## config.mk

```make
export PLATFORM = sky130hd
export DESIGN_NAME = rc_nrzi
export DESIGN_NICKNAME = d
export VERILOG_FILES = /design/src/rtl/usb_rc_pkg.sv /design/src/rtl/counter.sv /design/src/rtl/rc_nrzi.sv
export SDC_FILE = /design/constraint.sdc
export NUM_CORES = 1
export LEC_CHECK = 0
export ABC_CLOCK_PERIOD_IN_PS = 1700
export BUFFER_PORTS_ARGS = -buffer_cell sky130_fd_sc_hd__buf_2
export CAP_MARGIN = 30
export CORE_MARGIN = 1
export CORE_UTILIZATION = 47
export DETAILED_ROUTE_END_ITERATION = 8
export PLACE_DENSITY = 0.73
export REMOVE_ABC_BUFFERS = 1
export SETUP_SLACK_MARGIN = 0.1
export SYNTH_ARGS = -nofsm -noshare
export SYNTH_HDL_FRONTEND = slang
export SYNTH_SLANG_ARGS = --single-unit
```

## constraint.sdc

```tcl
create_clock -name clk -period 1.7 [get_ports clk]
set_clock_uncertainty 0.15 [all_clocks]
set_input_delay 0.34 -clock clk [delete_from_list [all_inputs] [get_ports clk]]
set_output_delay 0.34 -clock clk [all_outputs]
set_load 0.01 [all_outputs]
```

## src/rtl/usb_rc_pkg.sv

```systemverilog
`default_nettype none
// ============================================================================
// Module  : usb_rc_pkg
// Purpose : Types and constants shared by the receive-path NRZI/destuff stage.
//           nrzi_state_t - receive FSM states
//           LVL_J/LVL_K  - line level encodings from the D+/D- decoder
//           MAX_RUN_DEFAULT - decoded 1s before a mandatory stuff bit
// Revision: 1.0 - initial release
// ============================================================================
package usb_rc_pkg;

  typedef enum logic [1:0] {
    IDLE  = 2'd0,
    RUN   = 2'd1,
    STUFF = 2'd2,
    ERROR = 2'd3
  } nrzi_state_t;

  localparam logic LVL_J = 1'b1;
  localparam logic LVL_K = 1'b0;

  localparam int MAX_RUN_DEFAULT = 6;

endpackage
`default_nettype wire

```

## src/rtl/counter.sv

```systemverilog
`default_nettype none
// ============================================================================
// Module  : counter
// Purpose : Saturating up-counter with synchronous clear.
//           clr alone loads 0; clr together with en loads 1 (clear, then count
//           the current cycle); en alone increments, holding at all-ones.
// Ports   : clk, rst (sync, active-high), clr, en -> q[W-1:0]
// Revision: 1.0 - initial release
// ============================================================================
module counter #(
  parameter int W = 3
) (
  input  logic         clk,
  input  logic         rst,
  input  logic         clr,
  input  logic         en,
  output logic [W-1:0] q
);

  always_ff @(posedge clk) begin
    if (rst) begin
      q <= '0;
    end else if (clr) begin
      q <= en ? W'(1) : '0;
    end else if (en && (q != {W{1'b1}})) begin
      q <= q + 1'b1;
    end
  end

endmodule
`default_nettype wire

```

## src/rtl/rc_nrzi.sv

```systemverilog
`default_nettype none
// ============================================================================
// Module  : rc_nrzi
// Purpose : NRZI decode and bit-destuffing of the received line level, with
//           packet framing and stuff-violation detection.
// Ports   : clk, rst          - clock / sync active-high reset
//           s_in              - line level (1=J, 0=K), data between strobes
//           start_rc_nrzi     - pulse on final SYNC K (not data)
//           end_rc_nrzi       - pulse on first SE0 / bit-count end (not data)
//           abort             - synchronous flush, same as rst
//           bit_out/bit_valid - decoded bit stream, 1-cycle latency
//           pkt_start/pkt_end - framing pulses
//           stuff_error       - sticky stuff violation flag
//           bit_cnt           - data bits delivered this packet (saturating)
// Revision: 1.0 - initial release
// ============================================================================
module rc_nrzi
  import usb_rc_pkg::*;
#(
  parameter int MAX_RUN = MAX_RUN_DEFAULT,
  parameter int CNT_W   = 7
) (
  input  logic             clk,
  input  logic             rst,
  input  logic             s_in,
  input  logic             start_rc_nrzi,
  input  logic             end_rc_nrzi,
  input  logic             abort,
  output logic             bit_out,
  output logic             bit_valid,
  output logic             pkt_start,
  output logic             pkt_end,
  output logic             stuff_error,
  output logic [CNT_W-1:0] bit_cnt
);

  nrzi_state_t state_q, state_d;

  logic       flush;
  logic       prev_lvl, prev_lvl_d;
  logic       dec;
  logic       emit;
  logic       pkt_start_d, pkt_end_d, stuff_error_d;
  logic       run_clr, run_en;
  logic       cnt_clr;
  logic [2:0] run;

  assign flush = rst | abort;
  assign dec   = ~(s_in ^ prev_lvl);

  counter #(.W(3)) u_run_cnt (
    .clk (clk),
    .rst (flush),
    .clr (run_clr),
    .en  (run_en),
    .q   (run)
  );

  counter #(.W(CNT_W)) u_bit_cnt (
    .clk (clk),
    .rst (flush),
    .clr (cnt_clr),
    .en  (emit),
    .q   (bit_cnt)
  );

  always_comb begin
    state_d       = state_q;
    prev_lvl_d    = prev_lvl;
    emit          = 1'b0;
    pkt_start_d   = 1'b0;
    pkt_end_d     = 1'b0;
    stuff_error_d = stuff_error;
    run_clr       = 1'b0;
    run_en        = 1'b0;
    cnt_clr       = 1'b0;

    if (start_rc_nrzi) begin
      // Start wins over end and restarts from any state. The trailing 1 of
      // SYNC counts toward the first run, hence clear+count -> run = 1.
      state_d       = RUN;
      prev_lvl_d    = LVL_K;
      run_clr       = 1'b1;
      run_en        = 1'b1;
      cnt_clr       = 1'b1;
      pkt_start_d   = 1'b1;
      stuff_error_d = 1'b0;
    end else begin
      case (state_q)
        RUN: begin
          if (end_rc_nrzi) begin
            pkt_end_d = 1'b1;
            state_d   = IDLE;
          end else begin
            prev_lvl_d = s_in;
            emit       = 1'b1;
            if (dec) begin
              run_en = 1'b1;
              if (run == 3'(MAX_RUN - 1)) state_d = STUFF;
            end else begin
              run_clr = 1'b1;
            end
          end
        end
        STUFF: begin
          if (end_rc_nrzi) begin
            // Packet ended where a stuff bit was owed.
            stuff_error_d = 1'b1;
            state_d       = ERROR;
          end else begin
            prev_lvl_d = s_in;
            if (!dec) begin
              run_clr = 1'b1;
              state_d = RUN;
            end else begin
              stuff_error_d = 1'b1;
              state_d       = ERROR;
            end
          end
        end
        default: ;  // IDLE and ERROR wait for start_rc_nrzi
      endcase
    end
  end

  always_ff @(posedge clk) begin
    if (flush) begin
      state_q     <= IDLE;
      prev_lvl    <= LVL_K;
      bit_out     <= 1'b0;
      bit_valid   <= 1'b0;
      pkt_start   <= 1'b0;
      pkt_end     <= 1'b0;
      stuff_error <= 1'b0;
    end else begin
      state_q     <= state_d;
      prev_lvl    <= prev_lvl_d;
      bit_out     <= emit & dec;
      bit_valid   <= emit;
      pkt_start   <= pkt_start_d;
      pkt_end     <= pkt_end_d;
      stuff_error <= stuff_error_d;
    end
  end

endmodule
`default_nettype wire
```

==> results of run 1 <==
## sequential cells by signal, indices dropped and copies added (netlist names)
name	count
bit_out	1
bit_valid	1
pkt_end	1
pkt_start	1
prev_lvl	1
state_q	2
stuff_error	1
u_bit_cnt.q	7
u_run_cnt.q	3
## how the worst max path moves through the flow
stage                         startpoint             end  cells past startpoint
after floorplan            start_rc_nrzi  u_bit_cnt.q[3]                      3
after global placement        state_q[0]  u_bit_cnt.q[5]                      5
after detailed placement      state_q[0]  u_bit_cnt.q[3]                      5
after CTS                     state_q[1]  u_run_cnt.q[0]                      6
after global routing          state_q[1]  u_run_cnt.q[0]                      6
final                     u_run_cnt.q[1]  u_run_cnt.q[0]                      5
## layer usage
layer | track usage, % | vias to the layer above | routed length (um)
met5 | 0 | - | 0
met4 | 8.48 | 0 | 26
met3 | 3.97 | 2 | 66
met2 | 34.6 | 22 | 900
li1 | - | 413 | -
met1 | 25.0 | 393 | 896
## metrics by stage
| step | util (%) | setup WS, ns | instances | total power [W] |
|---|---|---|---|---|
| CTS | 66.0 | 0.0925 | 154 | 0.000785 |
| global route | 67.3 | 0.0620 | 154 | 0.000814 |
| finish | 67.3 | 0.134 | 154 | 0.000786 |
| floorplan | - | 0.0752 | 96 | 0.000476 |
| global placement | 60.4 | -0.00140 | 147 | 0.000509 |
| detailed placement | 60.4 | -0.0105 | 147 | 0.000510 |
## cell families (layout without fill, tap and decap cells)
family / after synthesis / count (layout) / synth area share (%)
simple gates: 41 / 41 / 27.0
compound gates: 22 / 22 / 15.6
flops: 18 / 18 / 40.2
fa+ha+maj: 7 / 7 / 9.78
buf+inv: 6 / 37 / 3.35
xor+xnor: 3 / 3 / 2.93
mux: 1 / 1 / 1.12
## cells in the final DEF (no fill, tap or decap), drive strengths merged, types with 3 or more instances in the layout
| cell | netlist | routed |
|---|---|---|
| nor2 | 11 | 11 |
| nand3 | 5 | 5 |
| a211oi | 3 | 3 |
| buf | 1 | 29 |
| nor3 | 5 | 5 |
| dfxtp | 18 | 18 |
| nand2 | 5 | 5 |
| ha | 7 | 7 |
| a21oi | 4 | 4 |
| xor2 | 3 | 3 |
| inv | 4 | 4 |
| o21ai | 9 | 9 |
| clkbuf | 1 | 4 |
## tightest hold or removal path: stages
cell,delay (ns)
buf_2,0.11
nand2_1,0.06
a21oi_1,0.05
## power by group
| group | switching (W) | leakage (nW) | total [W] | internal, W |
|---|---|---|---|---|
| clock | 0.000142 | 0.0210 | 0.000273 | 0.000131 |
| combinational | 0.0000425 | 0.313 | 0.0000814 | 0.0000389 |
| sequential | 0.00000482 | 0.147 | 0.000431 | 0.000426 |
## cell type report
cell class | count | area, sq um
Fill cell | 150 | 577
Multi-Input combinational cell | 74 | 561
Sequential cell | 18 | 367
Timing Repair Buffer | 29 | 175
Clock buffer | 4 | 36.3
Tap cell | 25 | 31.3
Inverter | 4 | 17.5
## what timing repair did
item	in CTS	in global routing
resized for setup	13	6
endpoints found under the setup margin	5	6
buffers inserted	3	0
hold endpoints to repair	0	0
gates cloned	0	0
pin swaps	2	3
==> qor.yml, run 1 <==
die:
  die_h_um: 45.7
  io_pins: 18
  fp.dieArea_sq_um: 2080
  core_sq_um: 1760
  initial_core_util_pct: 50.8
  die_x_um: 45.7
  rows: 15
global_routing:
  grt_antenna_before_repair: 0
  grt_pass1_wl_um: 3090
  track_usage_pct: 20.4
  grt_max_degree: 11
  gr-total-overflow: 0
  grt_pass1_vias: 744
clock_tree:
  numCtsBuffers: 3
  cts_root_buf: "clkbuf_4"
  h-tree-depth: 1
  postCtsHoldBufs: 0
  cts_tree: "yes"
  clk_latency_ns: 0.30
  cts_sinks: 18
  cts_max_path_buffers: 2
  clkTransAtPathRegs_ns: 0.11
synth:
  synth_area_per_cell_sq_um: 9.14
  synth_warnings: 0
  synthFlopType: "dfxtp_1"
  syn_inst: 98
  synthArstFlopShare_pct: 0
  yosys-top-cells-area: "dfxtp_1 40%, ha_1 9.8%, nor2_1 4.6%, o21ai_0 3.9%, xor2_1 2.9%"
  synth_cell_types: 33
  synth-seq-cells: 18
  syn-cell-area_sq_um: 896
  ys_top_cells_by_count: "18 x dfxtp_1, 11 x nor2_1, 7 x ha_1, 7 x o21ai_0"
  synth_top_area_share_pct: 40.2
  seq_area_frac_synth_pct: 40.2
  yosys.area.top_type: "dfxtp_1"
  post-synth-top-count-cell: "dfxtp_1"
  synth_edf_count: 0
worst_setup_path:
  cp_cell_sequence: "ha_2, ha_2, nor3b_4, nor3_2, nor4b_2"
  start_kind: "register"
  rr_worst_depth: 5
  crit_path_frequent_cell: "ha_2"
  worst-endpoint-arrival_ns: 1.63
  r2r-start: "u_run_cnt.q[1]"
  critPathTopFamily: "simple AND/OR/NAND/NOR gates"
  max_stage_delay_ns: 0.35
  reg2reg_to: "u_run_cnt.q[0]"
  path_buf_inv: 0
  crit_required_ns: 1.76
  rrSetupSlack_ns: 0.13
  cp-end-kind: "register"
  crit_path_top_delay_cell: "dfxtp_1"
  cp_max_fo: 5
  critical_path_class: "reg2reg"
drt:
  dr_total_vias: 830
  routed_via_density: 5.39
  antenna_left: 0
  dr.pass1.iters: 4
  drcViolationCount: 0
  routedWlPerCell_um: 12.3
  routed_wl_um: 1890
  drt_iter0_markers: 14
placed_design:
  portBuffers: 17
  post_dp_cell_area_sq_um: 1060
  routabilityCongestion: 0.808
  dp_hpwl_um: 1330
timing:
  rsz0062_at_grt: "true"
  worstMarginPinSlew_ns: 0.333
  min_period_ns: 1.57
  finalCritPeriodShare_pct: 92.1
  hold_viol_final: 0
  hold_ws_ns: 0.148
  slew_headroom_pct: 77.7
  finalSetupTns_ns: 0
  slew_viol_final: 0
  fmax_mhz: 639
  setup_violations: 0
flow_run:
  cap_viol_max_count: 0
pwr:
  peakVddDrop_uv: 477
  powerDensity_nw_per_um2: 662
  p_leak_nw: 0.481
worst_hold_path:
  holdPathEnd: "prev_lvl"
  hp-class: "in2reg"
  min_path_cells: 3
  min-delay-start: "s_in"
finish:
  fin_area_sq_um: 1190
  antenna_cells: 0
  areaGrowthSynthToFinish_pct: 32.5
  drive_gt1_share_pct: 38.0
  nets: 143
outcome:
  outcome: "completed"
(Power assumes the default switching activity.)
==> inputs of run 2 (changes only) <==
CORE_UTILIZATION = 50   (was 47)
CTS_BUF_LIST = sky130_fd_sc_hd__clkbuf_4 sky130_fd_sc_hd__clkbuf_8   (was unset)
GPL_ROUTABILITY_DRIVEN = 0   (was unset)
PLACE_DENSITY = 0.77   (was 0.73)
==> run 2 against run 1 <==
Net effect:
- sequential share of layout area rose by 0.25 points
- register-to-register slack barely moved
- clock power fell by 23%
- sequential power barely moved
- clock-buffer cell count fell by 1
- via count fell by 0.24%
- final cell count fell by 1.9%
- total power fell by 7.6%
- flip-flop and latch count did not move
- final area fell by 1.5%
- die area fell by 5.7%
==> qor.yml, run 2 (synthesis results as in run 1) <==
timing:
  rsz0062_at_grt: "true"
  worstMarginPinSlew_ns: 0.400
  finalSetupTns_ns: 0
  slew_headroom_pct: 73.3
  hold_ws_ns: 0.176
  setup_violations: 0
  fmax_mhz: 635
  min_period_ns: 1.58
  finalCritPeriodShare_pct: 92.7
  hold_viol_final: 0
  slew_viol_final: 0
clock_tree:
  cts_root_buf: "clkbuf_4"
  cts_max_path_buffers: 2
  cts_tree: "yes"
  clkTransAtPathRegs_ns: 0.10
  clk_latency_ns: 0.30
  numCtsBuffers: 3
  h-tree-depth: 1
  cts_sinks: 18
  postCtsHoldBufs: 0
finish:
  nets: 142
  reg.largest.list: "u_bit_cnt.q: 7 flops, u_run_cnt.q: 3 flops, state_q: 2 flops"
  final_common_cell: "buf_2"
  top_register: "u_bit_cnt.q"
  antenna_cells: 0
  largest_register_ffs: 7
  areaGrowthSynthToFinish_pct: 30.6
  drive_gt1_share_pct: 38.6
  final_cell_mix: "17 x buf_2, 15 x dfxtp_1, 11 x nor2_1, 11 x buf_4, 6 x o21ai_0"
  nFillCells: 120
pwr:
  p_leak_nw: 0.467
  peakVddDrop_uv: 475
  power_w: 0.000726
  powerDensity_nw_per_um2: 621
global_routing:
  grt_antenna_before_repair: 0
  gr-total-overflow: 0
  grt_pass1_vias: 690
  grt_max_degree: 11
  grt_pass1_wl_um: 3170
  track_usage_pct: 22.0
worst_setup_path:
  worst-endpoint-arrival_ns: 1.64
  crit_required_ns: 1.77
  critical_path_class: "reg2reg"
  cp-end-kind: "register"
  start_kind: "register"
  cp_max_fo: 5
die:
  fp.dieArea_sq_um: 1970
  rows: 14
  initial_core_util_pct: 56.2
  die_x_um: 44.3
  io_pins: 18
  die_h_um: 44.3
  core_sq_um: 1590
drt:
  antenna_left: 0
  dr.pass1.iters: 4
  drt_iter0_markers: 18
  routed_via_density: 5.48
  routedWlPerCell_um: 12.9
  routed_wl_um: 1940
  dr_total_vias: 828
  drcViolationCount: 0
outcome:
  outcome: "completed"
worst_hold_path:
  hp-class: "in2reg"
placed_design:
  dp_hpwl_um: 1360
  portBuffers: 17
flow_run:
  cap_viol_max_count: 0
-- run 2: per-layer routing --
layer	wire, um	track usage, %
met5	0	0
met2	986	36.5
met1	861	28.2
met4	14	3.64
met3	80	7.35
-- run 2: final cells by class --
class | instances | area (sq um) | share of cell area, %
clock buffers | 3 | 22.5 | 1.93
inverters | 4 | 15.0 | 1.28
multi-input cells | 74 | 571 | 48.8
flip-flops and latches | 18 | 364 | 31.1
well taps | 24 | 30.0 | 2.57
repair buffers | 28 | 168 | 14.3
-- run 2: power breakdown --
group	leakage (nW)	switching [W]	total (W)	internal (W)
combinational	0.307	0.0000447	0.0000839	0.0000392
clock	0.0138	0.000128	0.000211	0.0000825
sequential	0.147	0.00000482	0.000432	0.000427
-- run 2: worst paths after layout --
| check | slack, ns | start | depth (start not counted) | end |
|---|---|---|---|---|
| max reg2reg | 0.12 | state_q[1] | 6 | u_run_cnt.q[0] |
| max | 0.12 | state_q[1] | 6 | u_run_cnt.q[0] |
| min reg2reg | 0.33 | stuff_error | 2 | stuff_error |
| min | 0.18 | s_in | 3 | prev_lvl |
-- run 2: timing repair --
item,CTS,global route
setup endpoints to repair,5,9
gates cloned,0,0
setup buffers,3,1
resized for setup,11,8
pin swaps,1,3
-- run 2: through the flow --
step	utilization, %	setup WS [ns]	std cells	instance area, sq um
2_1_floorplan	-	0.0752	96	881
4_1_cts	70.5	0.104	150	1120
6_report	73.4	0.124	151	1170
3_5_place_dp	65.8	0.00115	144	1050
3_3_place_gp	65.8	0.00990	144	1050
5_1_grt	73.4	0.0618	151	1170
-- run 2: worst max-delay path, cell delays in order, from the launching register on --
cell and delay (ns):
dfxtp_2 0.35, inv_2 0.09, ha_4 0.14, nor2b_4 0.15
nor3b_4 0.30, nor3_2 0.08, nor4b_2 0.24
